<file path="src/rtl/pipe_stage_reg_pkg.sv">
// pipe_stage_reg_pkg: shared types for the pipeline stage register.
//   state_e : occupancy state of the two-entry (SKID=1) variant.
package pipe_stage_reg_pkg;

  typedef enum logic [1:0] {
    ST_EMPTY = 2'b00,
    ST_FULL  = 2'b01,
    ST_SKID  = 2'b10
  } state_e;

endpackage

</file>
<file path="src/rtl/pipe_stage_reg_if.sv">
// pipe_stage_reg_if: valid/ready handshake bundle around one pipeline stage.
//   in_*  : upstream side (in_valid/in_data toward the stage, in_ready back)
//   out_* : downstream side (out_valid/out_data from the stage, out_ready back)
//   master : environment driving the stage; slave : the stage itself.
interface pipe_stage_reg_if #(
  parameter int WIDTH = 32
);
  logic             in_valid;
  logic             in_ready;
  logic [WIDTH-1:0] in_data;
  logic             out_valid;
  logic             out_ready;
  logic [WIDTH-1:0] out_data;

  modport master (
    output in_valid, in_data, out_ready,
    input  in_ready, out_valid, out_data
  );

  modport slave (
    input  in_valid, in_data, out_ready,
    output in_ready, out_valid, out_data
  );
endinterface

</file>
<file path="src/rtl/pipe_skid_slot.sv">
// pipe_skid_slot: single payload register with load and control-bit clear.
//   i_clk, i_rst  : clock, synchronous active-high reset (clears to 0)
//   i_load, i_d   : capture i_d
//   i_clr_ctrl    : zero the CTRL_WIDTH low bits; wins over i_load
//   o_q           : held payload
module pipe_skid_slot
  import pipe_stage_reg_pkg::*;
#(
  parameter int WIDTH      = 32,
  parameter int CTRL_WIDTH = 6
) (
  input  logic             i_clk,
  input  logic             i_rst,
  input  logic             i_load,
  input  logic             i_clr_ctrl,
  input  logic [WIDTH-1:0] i_d,
  output logic [WIDTH-1:0] o_q
);

  // Shifting all-ones right by WIDTH yields zero, so CTRL_WIDTH=0 gives an empty mask.
  localparam logic [WIDTH-1:0] CTRL_MASK = {WIDTH{1'b1}} >> (WIDTH - CTRL_WIDTH);

  logic [WIDTH-1:0] r_q;

  always_ff @(posedge i_clk) begin
    if (i_rst)           r_q <= '0;
    else if (i_clr_ctrl) r_q <= r_q & ~CTRL_MASK;
    else if (i_load)     r_q <= i_d;
  end

  assign o_q = r_q;

endmodule

</file>
<file path="src/rtl/pipe_stage_reg.sv">
// pipe_stage_reg: parametrised inter-stage register with valid/ready handshake.
//   i_clk, i_rst     : clock, synchronous active-high reset
//   io_bus (slave)   : in_valid/in_ready/in_data, out_valid/out_ready/out_data
//   i_flush          : drop all held entries, zero their control bits
//   i_stall_cnt_clr  : clear stall counter
//   o_stall_cnt      : saturating count of out_valid && !out_ready cycles
// SKID=1 gives a two-entry buffer with registered in_ready; SKID=0 a single
// entry whose in_ready depends combinationally on out_ready.
module pipe_stage_reg
  import pipe_stage_reg_pkg::*;
#(
  parameter int WIDTH      = 32,
  parameter int CTRL_WIDTH = 6,
  parameter bit SKID       = 1'b1,
  parameter int CNT_WIDTH  = 16
) (
  input  logic                 i_clk,
  input  logic                 i_rst,
  pipe_stage_reg_if.slave      io_bus,
  input  logic                 i_flush,
  input  logic                 i_stall_cnt_clr,
  output logic [CNT_WIDTH-1:0] o_stall_cnt
);

  logic             w_in_ready;
  logic             w_out_valid;
  logic [WIDTH-1:0] w_out_data;
  logic             w_accept;
  logic             w_deliver;

  assign w_accept  = io_bus.in_valid && w_in_ready;
  assign w_deliver = w_out_valid && io_bus.out_ready;

  generate
    if (SKID) begin : g_skid
      state_e           r_state;
      state_e           w_state_nxt;
      logic             r_in_ready;
      logic             r_out_valid;
      logic             w_main_ld;
      logic             w_skid_ld;
      logic [WIDTH-1:0] w_main_d;
      logic [WIDTH-1:0] w_main_q;
      logic [WIDTH-1:0] w_skid_q;

      // Flush forces EMPTY and suppresses every slot load, so a same-cycle
      // accept never lands anywhere.
      always_comb begin
        w_state_nxt = r_state;
        w_main_ld   = 1'b0;
        w_skid_ld   = 1'b0;
        w_main_d    = io_bus.in_data;
        if (i_flush) begin
          w_state_nxt = ST_EMPTY;
        end else begin
          case (r_state)
            ST_EMPTY: begin
              w_main_ld = w_accept;
              if (w_accept) w_state_nxt = ST_FULL;
            end
            ST_FULL: begin
              w_main_ld = w_accept && w_deliver;
              w_skid_ld = w_accept && !w_deliver;
              if (w_accept && !w_deliver)      w_state_nxt = ST_SKID;
              else if (!w_accept && w_deliver) w_state_nxt = ST_EMPTY;
            end
            ST_SKID: begin
              // Older entry leaves; the skid entry becomes the head.
              w_main_ld = w_deliver;
              w_main_d  = w_skid_q;
              if (w_deliver) w_state_nxt = ST_FULL;
            end
            default: w_state_nxt = ST_EMPTY;
          endcase
        end
      end

      // Handshake outputs are registered from the next state, which keeps
      // out_ready off any combinational path to in_ready.
      always_ff @(posedge i_clk) begin
        if (i_rst) begin
          r_state     <= ST_EMPTY;
          r_in_ready  <= 1'b1;
          r_out_valid <= 1'b0;
        end else begin
          r_state     <= w_state_nxt;
          r_in_ready  <= (w_state_nxt != ST_SKID);
          r_out_valid <= (w_state_nxt != ST_EMPTY);
        end
      end

      pipe_skid_slot #(.WIDTH(WIDTH), .CTRL_WIDTH(CTRL_WIDTH)) u_main (
        .i_clk(i_clk), .i_rst(i_rst), .i_load(w_main_ld), .i_clr_ctrl(i_flush),
        .i_d(w_main_d), .o_q(w_main_q)
      );

      pipe_skid_slot #(.WIDTH(WIDTH), .CTRL_WIDTH(CTRL_WIDTH)) u_skid (
        .i_clk(i_clk), .i_rst(i_rst), .i_load(w_skid_ld), .i_clr_ctrl(i_flush),
        .i_d(io_bus.in_data), .o_q(w_skid_q)
      );

      assign w_in_ready  = r_in_ready;
      assign w_out_valid = r_out_valid;
      assign w_out_data  = w_main_q;
    end else begin : g_single
      logic r_out_valid;

      always_ff @(posedge i_clk) begin
        if (i_rst)          r_out_valid <= 1'b0;
        else if (i_flush)   r_out_valid <= 1'b0;
        else if (w_accept)  r_out_valid <= 1'b1;
        else if (w_deliver) r_out_valid <= 1'b0;
      end

      pipe_skid_slot #(.WIDTH(WIDTH), .CTRL_WIDTH(CTRL_WIDTH)) u_main (
        .i_clk(i_clk), .i_rst(i_rst), .i_load(w_accept && !i_flush),
        .i_clr_ctrl(i_flush), .i_d(io_bus.in_data), .o_q(w_out_data)
      );

      assign w_in_ready  = io_bus.out_ready || !r_out_valid;
      assign w_out_valid = r_out_valid;
    end
  endgenerate

  // Stall counter: clear wins over increment, holds at all-ones.
  logic [CNT_WIDTH-1:0] r_stall_cnt;

  always_ff @(posedge i_clk) begin
    if (i_rst || i_stall_cnt_clr)
      r_stall_cnt <= '0;
    else if (w_out_valid && !io_bus.out_ready && (r_stall_cnt != {CNT_WIDTH{1'b1}}))
      r_stall_cnt <= r_stall_cnt + 1'b1;
  end

  assign io_bus.in_ready  = w_in_ready;
  assign io_bus.out_valid = w_out_valid;
  assign io_bus.out_data  = w_out_data;
  assign o_stall_cnt      = r_stall_cnt;

endmodule
</file>
<file path="src/flat_wrapper.sv">
// flat-port wrapper written by rule: the top's interface ports become plain ports
module pipe_stage_reg_flat import pipe_stage_reg_pkg::*;
#(
  parameter int WIDTH      = 32,
  parameter int CTRL_WIDTH = 6,
  parameter bit SKID       = 1'b1,
  parameter int CNT_WIDTH  = 16
)
  (i_clk, i_rst, i_flush, i_stall_cnt_clr, o_stall_cnt, io_bus_in_valid, io_bus_in_data, io_bus_out_ready, io_bus_in_ready, io_bus_out_valid, io_bus_out_data);
  pipe_stage_reg_if #(.WIDTH(WIDTH)) io_bus_i ();
  input  logic i_clk;
  input  logic i_rst;
  input  logic i_flush;
  input  logic i_stall_cnt_clr;
  output logic [CNT_WIDTH-1:0] o_stall_cnt;
  input wire logic [$bits(io_bus_i.in_valid)-1:0] io_bus_in_valid;
  input wire logic [$bits(io_bus_i.in_data)-1:0] io_bus_in_data;
  input wire logic [$bits(io_bus_i.out_ready)-1:0] io_bus_out_ready;
  output wire logic [$bits(io_bus_i.in_ready)-1:0] io_bus_in_ready;
  output wire logic [$bits(io_bus_i.out_valid)-1:0] io_bus_out_valid;
  output wire logic [$bits(io_bus_i.out_data)-1:0] io_bus_out_data;
  assign io_bus_i.in_valid = io_bus_in_valid;
  assign io_bus_i.in_data = io_bus_in_data;
  assign io_bus_i.out_ready = io_bus_out_ready;
  assign io_bus_in_ready = io_bus_i.in_ready;
  assign io_bus_out_valid = io_bus_i.out_valid;
  assign io_bus_out_data = io_bus_i.out_data;
  pipe_stage_reg #(.WIDTH(WIDTH), .CTRL_WIDTH(CTRL_WIDTH), .SKID(SKID), .CNT_WIDTH(CNT_WIDTH)) u_core (.i_clk(i_clk), .i_rst(i_rst), .io_bus(io_bus_i), .i_flush(i_flush), .i_stall_cnt_clr(i_stall_cnt_clr), .o_stall_cnt(o_stall_cnt));
endmodule
</file>
<file path="config.mk">
export PLATFORM = sky130hd
export DESIGN_NAME = pipe_stage_reg_flat
export DESIGN_NICKNAME = d
export VERILOG_FILES = /design/src/rtl/pipe_stage_reg_pkg.sv /design/src/rtl/pipe_stage_reg_if.sv /design/src/rtl/pipe_skid_slot.sv /design/src/rtl/pipe_stage_reg.sv /design/src/flat_wrapper.sv
export SDC_FILE = /design/constraint.sdc
export NUM_CORES = 1
export LEC_CHECK = 0
export CORE_ASPECT_RATIO = 1.1
export CORE_MARGIN = 2
export CORE_UTILIZATION = 50
export DETAILED_ROUTE_END_ITERATION = 8
export GPL_TIMING_DRIVEN = 0
export PLACE_DENSITY = 0.77
export SLEW_MARGIN = 20
export SYNTH_ARGS = -nofsm -noshare
export SYNTH_HDL_FRONTEND = slang
export SYNTH_SLANG_ARGS = --single-unit
export TNS_END_PERCENT = 1
</file>
<file path="constraint.sdc">
create_clock -name i_clk -period 2 [get_ports i_clk]
set_input_delay 0.4 -clock i_clk [delete_from_list [all_inputs] [get_ports i_clk]]
set_output_delay 0.4 -clock i_clk [all_outputs]
set_load 0.01 [all_outputs]
</file>
==> reports/qor.csv <==
metric,value,unit
syn_nets,506,
critical path capture point type,flop,
CP top delay family,simple AND/OR/NAND/NOR gates,
worst setup path class,input pin to flop,
Clock transition at path regs,0.08,ns
multi-input logic area,1795,sq um
fmax,518.6,MHz
Slew Limit Fails,0,
Post-synth top flop,dfxtp_1,
htree depth,3,
Sw Share,23.89,%
top cell type by total area after synthesis,dfxtp_1,
XOR/XNOR share of the synthesized area,0,%
Antenna diodes,0,
outcome,finished clean,
Slew HR,59.87,%
min-delay worst type,flop to flop,
Initial Utilization,51.35,%
adder-cell share of the synthesized area,0.3279,%
crit path max fanout,8,
startpoint type of the worst setup path,input pin,
Critical Path RT,2.29,ns
drt pass-1 iters,4,
DRC viols,0,
Port Buffers,86,
number of distinct library cells after synthesis,48,
CTS tree,built,
first-pass GRT wire length,15770,microns
drt initial violations,119,
Clock Latency Late Sink,0.36,ns
final core occ,67.88,%
Routed WL,9590,microns
hold_buf cts,0,
area growth from synthesis to layout,32.20,%
via count,3619,
Crit path buffers/inverters,2,
die width,87.30,microns
number of global-route vias before repair,3413,
Die H,95.63,microns
Logic pwr share,12.1,%
grt ovf,0,
Vias per Instance,5.517,
Final Cycle Share,96.42,%
top cell type's share of synthesized area,44.07,%
largest family of logic cells by synthesized area,compound AO/OA/AOI/OAI gates,
DP Wirelength,6779,microns
Synth area leaders,"dfxtp_1, nand2_1, inv_1, a211oi_1, a221oi_1",
"count leader, synth",dfxtp_1,
Core ar.,7432,sq um
final instance area,5045,sq um
CTS Sinks,84,
Synth Area in Simple Gates,21.18,%
crit path DAT,2.22,ns
Max Buffers Root-to-Sink,2,
io pins,88,
"Slowest-stage cell, CP",or4_1,
# setup viols final,0,
post-DR wirelength/cell,14.62,microns
ratio of cells with drive above 1 in the final layout,7.381,%
Total GRT Usage,23.90,%
Fin. Hold Viols,0,
Worst VDD drop,462.3,uV
Synth Register Bits,84,
Pleak,1.777,nW
Compound-Gate Fraction of Synth Area,21.74,%
crit path cell chain,clkdlybuf4s50_1 > nand4b_1 > or2_0 > clkbuf_1 > or4_1 > a21oi_1,
largest net degree at the start of global routing,15,
die area,8348,sq um
register area,1682,sq um
CTS Buf Count,9,
Final min period,1.928,ns
maxcap violations,0,
net switching power,0.0008758,W
post-synthesis async set-or-reset flop share,0,%
area of placed instances,4786,sq um
max incr delay on CP,0.51,ns
worst-margin pin slew,0.5970,ns
initial antenna violation count,0,
FILL cells,639,
RD Place Congestion,0.8142,
Clock power frac,39.9,%
RSZ-0062 raised after global routing,true,
mapped cell area,3816,sq um
Power Density,726.8,nW/um^2
Post-Syn Area per Cell,8.172,sq um
Syn. warnings,0,
Row Count,33,
Root Buffer,clkbuf_8,
most common library cells after synthesis,"dfxtp_1, nand2_1, inv_1, a21oi_1, nor2_1",
"Seq/Total Area, Yosys",44.07,%
Nets,603,
Sequential Power Share,48.1,%
"EDFF count, synth",0,
Clock Skews,0.009015,ns
Pint,0.002791,W
mux share of post-synthesis cell area,3.410,%
Mapped Cells,467,
ANT nets after route,0,
Pwr Total,0.003667,W
## layout make-up
| type | count | share of cell area (%) |
|---|---|---|
| plain buffers | 32 | 2.951 |
| clock buffers | 10 | 2.530 |
| clock inverters | 6 | 2.207 |
| inverters | 56 | 4.167 |
| multi-input cells | 295 | 35.59 |
| flip-flops and latches | 84 | 33.33 |
| well taps | 87 | 2.158 |
| repair buffers | 86 | 17.06 |
## registers in the layout, summed over array words and instances (netlist names)
register / cells
u_core.g_skid.u_main.o_q: 32
u_core.g_skid.u_skid.o_q: 32
u_core.o_stall_cnt: 16
u_core.io_bus.in_ready: 1
u_core.io_bus.out_valid: 1
u_core.g_skid.r_state: 2
## stage by stage
stage | hold slack (ns) | std cells | worst slack, ns | TNS (ns)
2_1_floorplan | 0.4357 | 467 | 0.2587 | 0
3_3_place_gp | 0.4388 | 640 | -0.3612 | -15.31
3_5_place_dp | 0.4441 | 640 | -0.4092 | -17.36
4_1_cts | 0.4585 | 656 | 0.002791 | 0
5_1_grt | 0.4815 | 656 | -0.04639 | -0.2220
6_report | 0.4558 | 656 | 0.07155 | 0
## repair_timing
action	in CTS	in global routing
buffers inserted	0	0
gates resized for setup	2	9
cloned	0	0
setup endpoints to repair	7	40
## power by group through the flow
stage | registers [W] | logic (W) | clock network (W)
after floorplan | 0.00182 | 0.000183 | 0
after global placement | 0.00180 | 0.000434 | 0
after detailed placement | 0.00180 | 0.000438 | 0
after CTS | 0.00176 | 0.000442 | 0.00147
after global routing | 0.00177 | 0.000482 | 0.00154
final | 0.00176 | 0.000442 | 0.00146
## cells by family (layout without fill, tap and decap cells)
logic type / count (synthesis) / in the layout
adder cells (fa/ha/maj): 1 / 1
flip-flops: 84 / 84
AND/OR/NAND/NOR: 164 / 164
multiplexers: 13 / 13
AO/OA/AOI/OAI: 117 / 117
buffers and inverters: 88 / 190
## per-layer routing
metal  part of all wire [%]  up-vias  global-route usage, %
met5                      0        -                      0
met4                    1.9        0                  9.615
met3                    3.7       14                  3.203
met2                     49       78                  39.77
met1                     45     1698                  31.20
li1                       -     1829                      -
## tightest hold or removal path: cells and delay by family (launching register included)
| kind | cells | cell delay (ns) |
|---|---|---|
| DFF | 1 | 0.31 |
| and+or+nand+nor | 1 | 0.05 |
| AOI/OAI and AO/OA | 1 | 0.05 |
## cells in the final DEF, fill, tap and decap left out, drive strengths merged, types with 2 or more instances in the layout
master and n:
a211oi 27, a21oi 37, nor2 36, or4 4, nor3 12, nand4b 2
clkbuf 33, clkdlybuf4s50 86, o41ai 2, nand2 74, or2 6, a221oi 23
buf 9, nor4 4, mux2i 13, bufinv 3, or3 9, o31ai 4
o21ai 6, a31oi 2, nand2b 2, dfxtp 84, a311oi 6, nand3 6
o211a 4, nand4 4, nand3b 2, inv 57
## worst paths after layout
| check | from | end | slack (ns) | cells past startpoint |
|---|---|---|---|---|
| setup / recovery | io_bus_out_ready | u_core.o_stall_cnt[5] | 0.07 | 6 |
| hold / removal | u_core.g_skid.u_skid.o_q[28] | u_core.g_skid.u_skid.o_q[28] | 0.46 | 2 |
| setup reg to reg | u_core.o_stall_cnt[0] | u_core.o_stall_cnt[8] | 0.16 | 5 |
| hold reg to reg | u_core.g_skid.u_skid.o_q[28] | u_core.g_skid.u_skid.o_q[28] | 0.46 | 2 |
Power figures use the tool's default switching activity.
